`config.mk`:
```
export PLATFORM = sky130hd
export DESIGN_NAME = intt_sequencer
export DESIGN_NICKNAME = d
export VERILOG_FILES = /design/src/rtl/intt_pkg.sv /design/src/rtl/intt_addr_gen.sv /design/src/rtl/intt_sequencer.sv
export SDC_FILE = /design/constraint.sdc
export NUM_CORES = 1
export LEC_CHECK = 0
export CORE_ASPECT_RATIO = 0.9
export CORE_MARGIN = 4
export CORE_UTILIZATION = 25
export CTS_CLUSTER_SIZE = 40
export DETAILED_ROUTE_END_ITERATION = 10
export PLACE_DENSITY = 0.46
export SETUP_SLACK_MARGIN = 0.2
export SYNTH_ARGS = -nofsm -noshare
export SYNTH_HDL_FRONTEND = slang
export SYNTH_SLANG_ARGS = --single-unit
```
`constraint.sdc`:
```
create_clock -name clk -period 3.87 [get_ports clk]
set_clock_uncertainty 0.05 [all_clocks]
set_input_delay 1.161 -clock clk [delete_from_list [all_inputs] [get_ports clk]]
set_output_delay 1.161 -clock clk [all_outputs]
set_load 0.005 [all_outputs]
```
`src/rtl/intt_pkg.sv`:
```
// Shared constants and state encoding for the inverse-NTT sequencer.
// Optional n^-1 scaling phase is compiled in with INTT_SCALE_EN.
package intt_pkg;

  localparam int LOGN_DEF   = 3;
  localparam int N_DEF      = 1 << LOGN_DEF;
  localparam int RD_LAT_DEF = 1;
  localparam int BF_LAT_DEF = 2;
  localparam int Q          = 65537;

  typedef enum logic [2:0] {
    S_IDLE,
    S_ISSUE,
    S_DRAIN,
    S_SCALE,
    S_SDRAIN,
    S_FIN
  } state_t;

endpackage

```
`src/rtl/intt_addr_gen.sv`:
```
// Gentleman-Sande butterfly address map: (stage s, butterfly k) to operand
// addresses and psi^-1 table index. Purely combinational, modulo 2^LOGN.
module intt_addr_gen #(
  parameter int LOGN = 3
) (
  input  logic [LOGN-1:0] s,
  input  logic [LOGN-1:0] k,
  output logic [LOGN-1:0] addr_a,
  output logic [LOGN-1:0] addr_b,
  output logic [LOGN-1:0] tw_addr
);

  logic [LOGN-1:0] t;
  logic [LOGN-1:0] g;
  logic [LOGN-1:0] half;

  always_comb begin
    t       = LOGN'(1) << s;
    g       = k >> s;
    half    = LOGN'(1) << (LOGN - 1);
    addr_a  = ((g << s) << 1) | (k & (t - LOGN'(1)));
    addr_b  = addr_a + t;
    // Group g of stage s uses twiddle (N >> (s+1)) + g; index 0 is never reached.
    tw_addr = (half >> s) + g;
  end

endmodule

```
`src/rtl/intt_sequencer.sv`:
```
// Control FSM for the in-place inverse NTT: issues butterfly reads, twiddle
// indices and L-cycle delayed write-backs. Scaling phase under INTT_SCALE_EN.
module intt_sequencer
  import intt_pkg::*;
#(
  parameter int LOGN   = LOGN_DEF,
  parameter int RD_LAT = RD_LAT_DEF,
  parameter int BF_LAT = BF_LAT_DEF
) (
  input  logic            clk,
  input  logic            rst_n,
  input  logic            start,
  output logic            busy,
  output logic            done,
  output logic            rd_en,
  output logic [LOGN-1:0] rd_addr_a,
  output logic [LOGN-1:0] rd_addr_b,
  output logic [LOGN-1:0] tw_addr,
  output logic            scale_op,
  output logic            wr_en,
  output logic [LOGN-1:0] wr_addr_a,
  output logic [LOGN-1:0] wr_addr_b,
  output logic            wr_scale
);

  localparam int N  = 1 << LOGN;
  localparam int L  = RD_LAT + BF_LAT;
  localparam int CW = (L > 1) ? $clog2(L) : 1;
  localparam int DW = 2 + 2 * LOGN;

  // Handshake: start is a level sampled only in IDLE (no queuing); done is a
  // one-cycle pulse in FIN, and start seen during FIN is dropped.
  state_t          state;
  logic [LOGN-1:0] s;
  logic [LOGN-1:0] k;
  logic [CW-1:0]   dcnt;
  logic [LOGN-1:0] gen_a;
  logic [LOGN-1:0] gen_b;
  logic [LOGN-1:0] gen_tw;
  logic [DW-1:0]   dline [L];

  intt_addr_gen #(.LOGN(LOGN)) u_addr_gen (
    .s       (s),
    .k       (k),
    .addr_a  (gen_a),
    .addr_b  (gen_b),
    .tw_addr (gen_tw)
  );

  always_ff @(posedge clk or negedge rst_n) begin
    if (!rst_n) begin
      state <= S_IDLE;
      s     <= '0;
      k     <= '0;
      dcnt  <= '0;
    end else begin
      case (state)
        S_IDLE: if (start) begin
          state <= S_ISSUE;
          s     <= '0;
          k     <= '0;
        end
        S_ISSUE: if (k == LOGN'(N / 2 - 1)) begin
          state <= S_DRAIN;
          k     <= '0;
          dcnt  <= '0;
        end else begin
          k <= k + LOGN'(1);
        end
        // Drain lets the last writes of a stage land before the next stage reads them.
        S_DRAIN: if (dcnt == CW'(L - 1)) begin
          if (s != LOGN'(LOGN - 1)) begin
            s     <= s + LOGN'(1);
            state <= S_ISSUE;
          end else begin
`ifdef INTT_SCALE_EN
            state <= S_SCALE;
`else
            state <= S_FIN;
`endif
          end
        end else begin
          dcnt <= dcnt + CW'(1);
        end
`ifdef INTT_SCALE_EN
        S_SCALE: if (k == LOGN'(N - 1)) begin
          state <= S_SDRAIN;
          k     <= '0;
          dcnt  <= '0;
        end else begin
          k <= k + LOGN'(1);
        end
        S_SDRAIN: if (dcnt == CW'(L - 1)) begin
          state <= S_FIN;
        end else begin
          dcnt <= dcnt + CW'(1);
        end
`endif
        S_FIN:   state <= S_IDLE;
        default: state <= S_IDLE;
      endcase
    end
  end

  always_comb begin
    rd_en     = 1'b0;
    scale_op  = 1'b0;
    rd_addr_a = '0;
    rd_addr_b = '0;
    tw_addr   = '0;
    case (state)
      S_ISSUE: begin
        rd_en     = 1'b1;
        rd_addr_a = gen_a;
        rd_addr_b = gen_b;
        tw_addr   = gen_tw;
      end
`ifdef INTT_SCALE_EN
      S_SCALE: begin
        rd_en     = 1'b1;
        scale_op  = 1'b1;
        rd_addr_a = k;
        rd_addr_b = k;
      end
`endif
      default: ;
    endcase
  end

  assign busy = (state == S_ISSUE) || (state == S_DRAIN) ||
                (state == S_SCALE) || (state == S_SDRAIN);
  assign done = (state == S_FIN);

  // Write-back is the read command delayed by exactly L cycles.
  always_ff @(posedge clk or negedge rst_n) begin
    if (!rst_n) begin
      for (int i = 0; i < L; i++) dline[i] <= '0;
    end else begin
      dline[0] <= {rd_en, scale_op, rd_addr_a, rd_addr_b};
      for (int i = 1; i < L; i++) dline[i] <= dline[i-1];
    end
  end

  assign {wr_en, wr_scale, wr_addr_a, wr_addr_b} = dline[L-1];

endmodule

```
==> results of run 1 <==
[how the worst min path moves through the flow]
stage,startpoint,endpoint,slack (ns),depth (start not counted)
final,dline[23],dline[15],0.30,0
after detailed placement,dline[18],dline[10],0.28,0
after global placement,dline[20],dline[12],0.28,0
after global routing,dline[23],dline[15],0.30,0
after floorplan,dline[18],dline[10],0.28,0
after CTS,dline[23],dline[15],0.30,0
[synth_stat cells, types with 4 or more instances]
cell      number  share of area, %
a21oi_1        4               1.3
and2_1         6               2.5
buf_4          9               4.4
dfrtp_1       32                53
ha_1           8               6.6
inv_1          9               2.2
nand2_1        6               1.5
nand2b_1       6               2.5
nor2_1         8               2.0
xnor2_1        4               2.3
[worst max-delay path, cell delays in order (launching register included)]
cell and delay [ns]:
dfrtp_1 0.43, buf_6 0.16, a211oi_4 0.22, a211oi_2 0.07, ha_1 0.21, fa_1 0.38
or3_4 0.37, a21oi_2 0.12, clkdlybuf4s15_2 0.21
[cells by family after synthesis]
kind of cell	synth area share, %
compound gates	8.96
xor+xnor	2.30
fa+ha+maj	9.20
buf+inv	8.38
flops	52.6
mux	2.79
other cells	0.246
simple gates	15.5
[layer usage]
| metal | global-route usage [%] | vias up | wire [microns] |
|---|---|---|---|
| met3 | 3.39 | 2 | 136 |
| li1 | - | 490 | - |
| met5 | 0 | - | 0 |
| met4 | 3.67 | 0 | 13 |
| met2 | 13.9 | 21 | 1370 |
| met1 | 10.8 | 475 | 1440 |
[sequential cells by signal, summed over array words and instances (netlist names)]
register / flops
k: 3
dcnt: 2
state: 3
wr_addr_a: 3
wr_en: 1
s: 3
dline: 14
wr_addr_b: 3
[where the power goes]
part / internal (mW) / total [mW] / switching (mW) / leakage [nW]
clock: 0.190 / 0.313 / 0.123 / 0.0541
sequential: 0.434 / 0.492 / 0.0585 / 0.426
combinational: 0.315 / 0.574 / 0.260 / 0.506
total: 0.939 / 1.38 / 0.441 / 0.986
[area by class of cell]
cell class              count  area share, %
clock buffers               5           3.38
clock inverters             3           2.09
inverters                   9           1.66
multi-input cells          80           33.0
flip-flops and latches     32           39.4
well taps                  70           4.31
repair buffers             37           16.1
[through the flow]
step / instance area, sq um / setup slack, ns / power (mW)
after floorplan: 1530 / 0.381 / 0.825
after global placement: 1820 / 0.0520 / 1.02
final: 2030 / 0.200 / 1.38
after detailed placement: 1820 / 0.0124 / 1.03
after global routing: 2030 / 0.0688 / 1.49
after CTS: 1990 / 0.186 / 1.38
[timing repair]
item,CTS,global route
setup buffers,3,2
endpoints found under the setup margin,4,4
pin swaps,3,3
gates resized for setup,23,8
==> run summary, run 1 <==
The flow ran to the end, and the final reports show no timing, DRC or antenna violations. For this run, the number of Yosys warnings is 0. In the final layout, flip-flops and latches occupy 802 sq um. The count of unresolved DRC violations after routing was 0. The summed instance area of the synthesized netlist was 0.00152 sq mm; the starting density of the core was 26.3%. The worst register-to-register path begins at s[0]. TritonCTS built the clock tree. The worst min-delay path class was flip-flop to flip-flop. Placeable core region: 0.00579 sq mm.

The share of the clock period used by the worst path after layout was 94.8%. The count of antenna-violating nets left after detailed routing was 0; the register area share after synthesis was 52.6%. The top cell types in the final layout, fill and taps aside, are 31 x dfrtp_1, 17 x clkdlybuf4s50_1, 14 x buf_4.

Along the worst path, the maximum fanout reaches 5. Once placement completed, the tool counted placed cells totaling 223. In this run the horizontal extent of the chip is 90.3 microns. After the flow finishes, the layout carries non-filler instances totaling 236. The cell sitting at the root of the clock tree is a clkbuf_8. Dividing the detail-routed via count by the number of cells gives 4.19. The run gives 0.786 as the routability congestion estimate from global placement. The share of synthesized flip-flops with an asynchronous set or reset was 100%. The tools report the category of the worst setup path launch point as a flip-flop. For this design the ratio of total power to cell area is 679 mW/mm^2.

The wire-length estimate of the detail-placed layout is 2180 microns. Critical path endpoint category: a primary output. Via count of the first global-routing pass: 1,007. The critical path data required time is 2.66 ns. The initial antenna violation count is 0. Setup total negative slack on the finished layout was measured at 0 ns.

The clock passes through at most 2 buffers. The total clock buffers created by CTS is 5. Yosys mapped a number of flops with a built-in enable equal to 0. The tools report the endpoint of the lowest-slack register-to-register path as dline[18].

After clock tree synthesis, the flow added hold-fix buffers numbering 0. Setup repair after global routing could not meet its margin everywhere. Setup violations remaining at the end of the flow were counted as 0. Mean post-synth cell area: 11.6 sq um.

In this run the worst setup path terminates at tw_addr[2]. The run gives 0 as the number of max-slew violations in the final report. The run gives 988 as the overall via count from detail_route. On the final layout, the worst hold slack is 0.298 ns.

The depth of the most critical reg-to-reg path is 10. The shortest period the worst path allows came out at 3.67 ns. Count of final hold-check violations: 0. In the final layout, the multi-input gates occupy 671 sq um.

In this run the worst setup path begins at s[0]. After synthesis, the netlist uses 38 different library cells. The initial DRC count is 34, and the post-synthesis to final-layout area growth is 33.5%. Clock-pin transition on the worst setup and hold timing paths: 0.07 ns.

The run gives 8.76% as the total routing resource utilization after global routing. For the clock network latency to the later pin of the worst-skew pair, the log shows 0.28 ns. The max capacitance violation total was 0. Cells with a size suffix above 1 make up 30.1% of the layout. Height of the chip: 82.0 microns.

Entering global routing, the biggest net connects 33 pins. The run gives 0.00741 sq mm as the die area. The tree built by TritonCTS fans out to 32 sinks. The total number of placement rows came out at 26.

Type of the worst setup path: flip-flop to primary output. Pin placement for this block handled 24 I/O pins. For this block, the routed nets add up to 2960 microns of wire. The repair_antennas step left the layout with diodes totalling 0. Cells fill 35.1% of the core in the end. The maximum clock frequency was 0.272 GHz. In the final routed layout, each cell accounts on average for 12.6 microns.

The number of fill cells was 586. The reg-to-reg setup timing slack was 1.71 ns. Synthesis handed over a netlist of 131 instances. During placement, the flow inserted port buffers numbering 21. At the worst endpoint, the arrival time is 2.46 ns. Number of register bits inferred by synthesis: 32. For this run, the leading register cell type out of synthesis is dfrtp_1. The number of search-and-repair iterations in the first detailed-routing pass is 4.

The net count of the finished layout is 178. The number of levels the H-tree was split into was 2; the first-pass GRT wire length was 5010 microns. The peak ir drop on the vdd network came out at 0.251 mV. The library cell used most frequently in the layout, excluding fill and tap cells, is dfrtp_1.

Global routing finished with a remaining overflow of 0. Summed over all cells, the static leakage comes to 0.986 nW.
Power figures use the tool's default switching activity.
==> run 2, diff against run 1 <==
Settings changed: ABC_AREA from default to 1, PLACE_DENSITY 0.46 to 0.53.
==> run summary, run 2 <==
The number of port buffers came out at 21 (unchanged). The kind of cell with the highest combined delay along the critical path is adder cells. The register area share after synthesis came out at 53.2% (+0.61 points). The tools report the total clock buffers created by CTS as 5 (unchanged). The mean routed wirelength per cell came out at 10.6 microns (-15%). The most common cell after layout, fill and taps aside was dfrtp_1.

The maximum count of clock buffers along a single path came out at 2 (unchanged). The share of the clock period used by the worst path after layout is 91.3% (-3.5 points). In the layout the commonest cells are 32 x dfrtp_1, 23 x nand2_1, 21 x inv_1.

The run gives 0.958 nW (-2.8%) as the leakage power total. The startpoint of the lowest-slack register-to-register path was s[0]. The power density normalized to cell area was 739 mW/mm^2 (+8.8%).

In the synthesized netlist, the cells that appear most often are 32 x dfrtp_1, 24 x nand2_1, 22 x inv_1, 18 x nor2_1, 9 x a21oi_1. The run gives 200 (+12%) as the number of nets in the layout. In the synthesized netlist the dominant register cell turns out to be dfrtp_1.

Walking the worst path, the cells encountered are buf_4, ha_1, nand2_1, ha_1, or2_4, nand2_2, fa_2, xnor2_2, nand2_1, nand2_1, nor2_2, clkbuf_2. TritonCTS built the clock tree. The maximum clock frequency was 0.283 GHz (+3.8%); the summed instance area of the synthesized netlist was 0.00151 sq mm (-1.2%). The largest individual stage delay along the critical path comes from the cell dfrtp_1.

The height of the chip came out at 81.6 microns (-0.52%). The tightest min-delay check is of the flip-flop to flip-flop type. The largest net degree at the start of global routing is 33 (unchanged). The count of flip-flops with a built-in enable after synthesis was 0 (unchanged); the die area was 0.00733 sq mm (-1.0%). Most area-hungry cell type in the Yosys netlist: dfrtp_1.

The setup-violating endpoint count in the final report is 0 (unchanged). The tools report the total clock sinks as 32 (unchanged). The die boundary width was 89.8 microns (-0.53%); the critical path data required time was 2.66 ns (about the same).

The library cell appearing most often on the critical path was nand2_1. The number of register bits inferred by synthesis works out to 32 (unchanged). The count of antenna-violating nets left after detailed routing was 0 (unchanged). The sum of routed wire length over all layers came out at 2750 microns (-7.3%).

The max capacitance violation total was 0 (unchanged). The number of max-slew violations in the final report came out at 0 (unchanged). The tools report the total number of placement rows as 26 (unchanged). The placeable core region came out at 0.00576 sq mm (-0.56%). STA classifies the critical path startpoint as a flip-flop.

The estimated wirelength of the detail-placed design came out at 2080 microns (-4.3%). For the total routing resource utilization after global routing, the log shows 8.34% (-0.42 points). The number of warnings reported in the yosys synthesis log was 0 (unchanged). Number of top-level pins: 24 (unchanged). For the initial antenna violation count, the log shows 0 (unchanged). Launch instance of the worst min-delay path: dline[10]. The via count of the first global-routing pass came out at 1,056 (+4.9%). The logs give 4 (unchanged) for the number of search-and-repair iterations in the first detailed-routing pass and 26.1% (-0.16 points) for the starting density of the core. The shortest period the worst path allows was 3.53 ns (-0.135 ns); the peak ir drop on the vdd network was 0.236 mV (-5.8%). The run finished with clean final reports. The count of unresolved DRC violations after routing was 0 (unchanged); the share of synthesized flip-flops with an asynchronous set or reset was 100% (unchanged). Critical path endpoint category: a primary output. The clock network latency to the later pin of the worst-skew pair was 0.28 ns (about the same); the number of hold buffers added after CTS was 0 (unchanged). Arrival time at the worst endpoint: 2.32 ns (-0.14 ns). The initial DRC count was 46 (+35%). For the first-pass GRT wire length, the log shows 4820 microns (-3.7%). The post-synthesis cell count was 156 (+19%); the post-layout total power was 1.42 mW (+2.6%). Compared with the post-synthesis result, the final layout area differs by 27.3%.

The tools report the routability congestion estimate from global placement as 0.843 (+7.3%). The remaining global-route overflow came out at 0 (unchanged). Counting flops per register, the top entry is dline.

The count of final hold-check violations came out at 0 (unchanged). The most frequent cell after synthesis was dfrtp_1. The worst-path maximum fanout came out at 4 (-1).

Sorting the synthesized cells by area gives the leading types as dfrtp_1 53%, ha_1 6.7%, nand2_1 6.0%. The ratio of cells with drive above 1 in the final layout was 20.2% (-9.9 points). Setup repair after global routing left no endpoint under its margin. The run gives 0 (unchanged) as the number of antenna diodes.

The tools report the overall via count from detail_route as 1,042 (+5.5%). The tools report the total negative setup slack as 0 ns (unchanged). The longest individual stage delay on the worst path works out to 0.38 ns (-0.05 ns).

By startpoint and endpoint, the worst setup path is classified as flip-flop to primary output. For the number of levels the H-tree was split into, the log shows 2 (unchanged). The tools report the clock tree root buffer cell as clkbuf_8. Flip-flop count of the largest register after layout: 14 (unchanged). Critical path buffer and inverter count: 2 (unchanged).

The mean post-synth cell area came out at 9.65 sq um (-17%). The clock-pin transition on the worst setup and hold timing paths was 0.07 ns (about the same); the number of library cell types mapped by synthesis was 26 (-32%). Launch point of the critical path: s[0].

The routed via count divided by cell count is 4.04 (-3.5%), and the area share of the largest cell type after synthesis is 53.2% (+0.61 points).
## run 2: changes by cell type after synthesis, sizes merged, moves of 4 or more
cell	before	now
a21oi	4	9
and2	6	2
inv	9	25
nand2	7	27
nand2b	6	0
nor2	9	19
o21ai	1	9
## run 2: cell type report
cell class	instances	area [sq um]
Sequential cell	32	801
Clock inverter	3	18.8
Timing Repair Buffer	30	265
Multi-Input combinational cell	93	582
Clock buffer	5	68.8
Fill cell	572	3840
Tap cell	70	87.6
Inverter	25	93.8
## run 2: cells by family after synthesis
logic type	count (synthesis)	share of synthesized area [%]
AO/OA/AOI/OAI	19	6.90
XOR/XNOR	3	1.75
adder cells (fa/ha/maj)	10	9.31
buffers and inverters	33	10.2
flip-flops	32	53.2
other	1	0.249
AND/OR/NAND/NOR	58	18.4
## run 2: timing repair
item,4_1_cts,5_1_grt
pin swaps,4,2
buffers inserted,2,0
hold endpoints to repair,0,0
resized for setup,12,5
setup endpoints to repair,4,3
cloned,0,0
## run 2: path summary, 6_finish.rpt
check	to	cells after the start	slack, ns
setup reg to reg	dline[17]	9	1.79
hold / removal	wr_addr_b[2]	0	0.30
min in group asynchronous	wr_en	2	1.23
max in group asynchronous	s[1]	2	2.24
hold reg to reg	wr_addr_b[2]	0	0.30
setup / recovery	rd_addr_b[2]	12	0.34
## run 2: through the flow
stage	util (%)	instances	setup slack, ns	hold slack [ns]	instance area (sq um)
global placement	31.3	248	0.167	0.281	1800
global route	33.3	258	0.202	0.303	1920
detailed placement	31.3	248	0.0987	0.285	1800
finish	33.3	258	0.335	0.295	1920
CTS	33.3	258	0.220	0.297	1920
floorplan	-	158	0.633	0.281	1510
## run 2: power by group
part	total (mW)	internal [mW]	switching (mW)	leakage, nW
clock	0.247	0.125	0.122	0.0479
sequential	0.491	0.446	0.0456	0.419
combinational	0.677	0.318	0.360	0.492
## run 2: routing by layer
layer,up-vias,part of all wire (%),track usage [%]
met4,0,2.8,4.13
met3,8,4.6,3.21
met1,471,49,9.92
met2,28,44,13.4
li1,535,-,-
met5,-,0,0
==> patch, RTL diff (settings of run 1) <==
Add a define of `INTT_SCALE_EN`.
--- a/src/rtl/intt_sequencer.sv
+++ b/src/rtl/intt_sequencer.sv
@@ -1,5 +1,7 @@
 // Control FSM for the in-place inverse NTT: issues butterfly reads, twiddle
 // indices and L-cycle delayed write-backs. Scaling phase under INTT_SCALE_EN.
+`define INTT_SCALE_EN
+
 module intt_sequencer
   import intt_pkg::*;
 #(
Check against the original RTL: same outputs for any inputs over 10 cycles, from zero or initial values and one cycle with rst_n low; that may be too few to reach the edited logic, so the function may still have changed.
==> patch against run 1 <==
  * Design area increased by 7.5%
  * Synthesized area increased by 14%
  * Sequential cell count is 3 higher
  * Sequential power increased by 19%
  * Routed wire length is 17% higher
  * Total power up 37%
  * Worst setup slack improved by 0.15 ns
  * Count of clock-buffer cells in the layout rose by 1
  * Die area rose by 12%
  * Critical endpoint is now rd_addr_a[1]
  * Largest cell class unchanged
==> patch: results (changes against run 1) <==
Power
The worst vdd rail ir drop is 0.3438 mV (was 0.2506 mV). The leakage power of the design was 0.9494 nW (was 0.9856 nW). The switching share of power was 0.3816 (was 0.3193).

Critical path
The worst reg2reg path endpoint is dcnt[1]$_DFFE_PN0P_ (was dline[18]$_DFF_PN0_). The count of cells along the worst register-to-register path is 7 (was 10). The setup slack on the worst flop-to-flop path is 1.90 ns (was 1.71 ns). The startpoint of the worst register-to-register path is k[0]$_DFFE_PN0P_ (was s[0]$_DFFE_PN0P_).

The maximum fanout along the worst path is 14 (was 5). The delay contributed by the slowest stage of the critical path is 0.54 ns (was 0.43 ns).

Route
The average wire per cell in the routed design came to 12.49 um (was 12.56 um). The detailed-routed wire length on met3 came to 143 um (was 136 um). The number of DRC markers in iteration 0 is 24 (was 34). The length of routed wiring on met1 is 1782 um (was 1439 um). The met2 wire length is 1488 um (was 1374 um). The per-cell via count in the routed design is 4.235 (was 4.186).

Place
The count of buffers inserted at the top-level ports came to 23 (was 21). The placed standard-cell area is 2058 sq um (was 1817 sq um). The placed wire-length estimate after detailed placement came to 2414 um (was 2176 um). The worst slack at placement came to 0.1140 ns (was 0.01236 ns). The weighted congestion reported at the end of routability-driven placement is 0.7296 (was 0.7859).

Worst hold path
The number of cells on the worst hold path is 0 (unchanged). The terminating pin of the worst hold path is wr_addr_a[1]$_DFF_PN0_ (was dline[15]$_DFF_PN0_).

Final layout
The final cell count without fillers was 277 (was 236). The final net count was 201 (was 178).

Synth
The adder and majority cell fraction of the synthesized area is 0.09544 (was 0.09203). Cell types occupying the most area after synthesis: sky130_fd_sc_hd__dfrtp_1 51%, sky130_fd_sc_hd__ha_1 7.2%, sky130_fd_sc_hd__o21ai_0 3.2% (was sky130_fd_sc_hd__dfrtp_1 53%, sky130_fd_sc_hd__ha_1 6.6%, sky130_fd_sc_hd__buf_4 4.4%). The post-synthesis mux area share was 0.02965 (was 0.02794).

The xor and xnor area share after synthesis is 0.01518 (was 0.02301). The number of cells produced by synthesis came to 158 (was 131). Commonest cells in the synthesized netlist: 35 x sky130_fd_sc_hd__dfrtp_1, 12 x sky130_fd_sc_hd__nor2_1, 11 x sky130_fd_sc_hd__o21ai_0 (was 32 x sky130_fd_sc_hd__dfrtp_1, 9 x sky130_fd_sc_hd__buf_4, 9 x sky130_fd_sc_hd__inv_1). The number of distinct library cells after synthesis is 43 (was 38). The share of synthesized area occupied by flip-flops and latches is 0.5061 (was 0.5259). The fraction of the mapped netlist area in compound gates came to 0.1569 (was 0.08956).

GRT
The met2 track utilization from global routing is 0.1345 (was 0.1387). The overall track demand over capacity in global routing was 0.09300 (was 0.08762). The wire length of the first global-routing pass is 5906 um (was 5009 um). The pin count of the biggest net entering global routing came to 36 (was 33). The via count of the first global-routing pass came to 1152 (was 1007).

Run status
Status: completed (unchanged).
[patch: changes by cell type in the layout (fill, tap and decap cells not counted), sizes merged, moves of 3 or more]
cell,change
and2,-6
o21ai,+10
nor2b,+4
a21oi,+4
buf,-4
nor2,+3
dfrtp,+3
[patch: what timing repair did]
action	4_1_cts	5_1_grt
gates resized for setup	12	11
buffers inserted	2	0
setup endpoints to repair	4	5
pin swaps	2	3
[patch: logic make-up (layout without fill, tap and decap cells)]
group | Yosys count | count (layout)
compound gates | 38 | 38
xor+xnor | 3 | 3
fa+ha+maj | 12 | 12
buf+inv | 23 | 52
flops | 35 | 35
mux | 5 | 5
other cells | 1 | 1
simple gates | 41 | 41
[patch: layout make-up]
class	count	area (sq um)
multi-input combinational	100	773.2
fill	708	4471
timing repair buffer	34	300.3
inverter	10	37.54
sequential	35	877.1
tap	90	112.6
clock inverter	2	12.51
clock buffer	6	72.57
[patch: worst max-delay path by stage]
stage / from / end / slack (ns) / cells past startpoint
after floorplan: s[0]$_DFFE_PN0P_ / tw_addr[2] / 0.59 / 7
final: state[2]$_DFFE_PN0P_ / rd_addr_a[1] / 0.35 / 5
after detailed placement: s[1]$_DFFE_PN0P_ / rd_addr_b[2] / 0.11 / 8
after CTS: s[1]$_DFFE_PN0P_ / tw_addr[2] / 0.14 / 9
after global placement: s[0]$_DFFE_PN0P_ / tw_addr[2] / 0.08 / 8
after global routing: state[2]$_DFFE_PN0P_ / rd_addr_a[1] / 0.19 / 5
[patch: power groups by stage]
stage | Clock (mW) | Sequential [mW] | Combinational (mW)
after floorplan | 0 | 0.596 | 0.610
after global placement | 0 | 0.589 | 1.03
after detailed placement | 0 | 0.594 | 1.04
after CTS | 0.274 | 0.586 | 1.04
after global routing | 0.294 | 0.604 | 1.18
final | 0.262 | 0.587 | 1.04
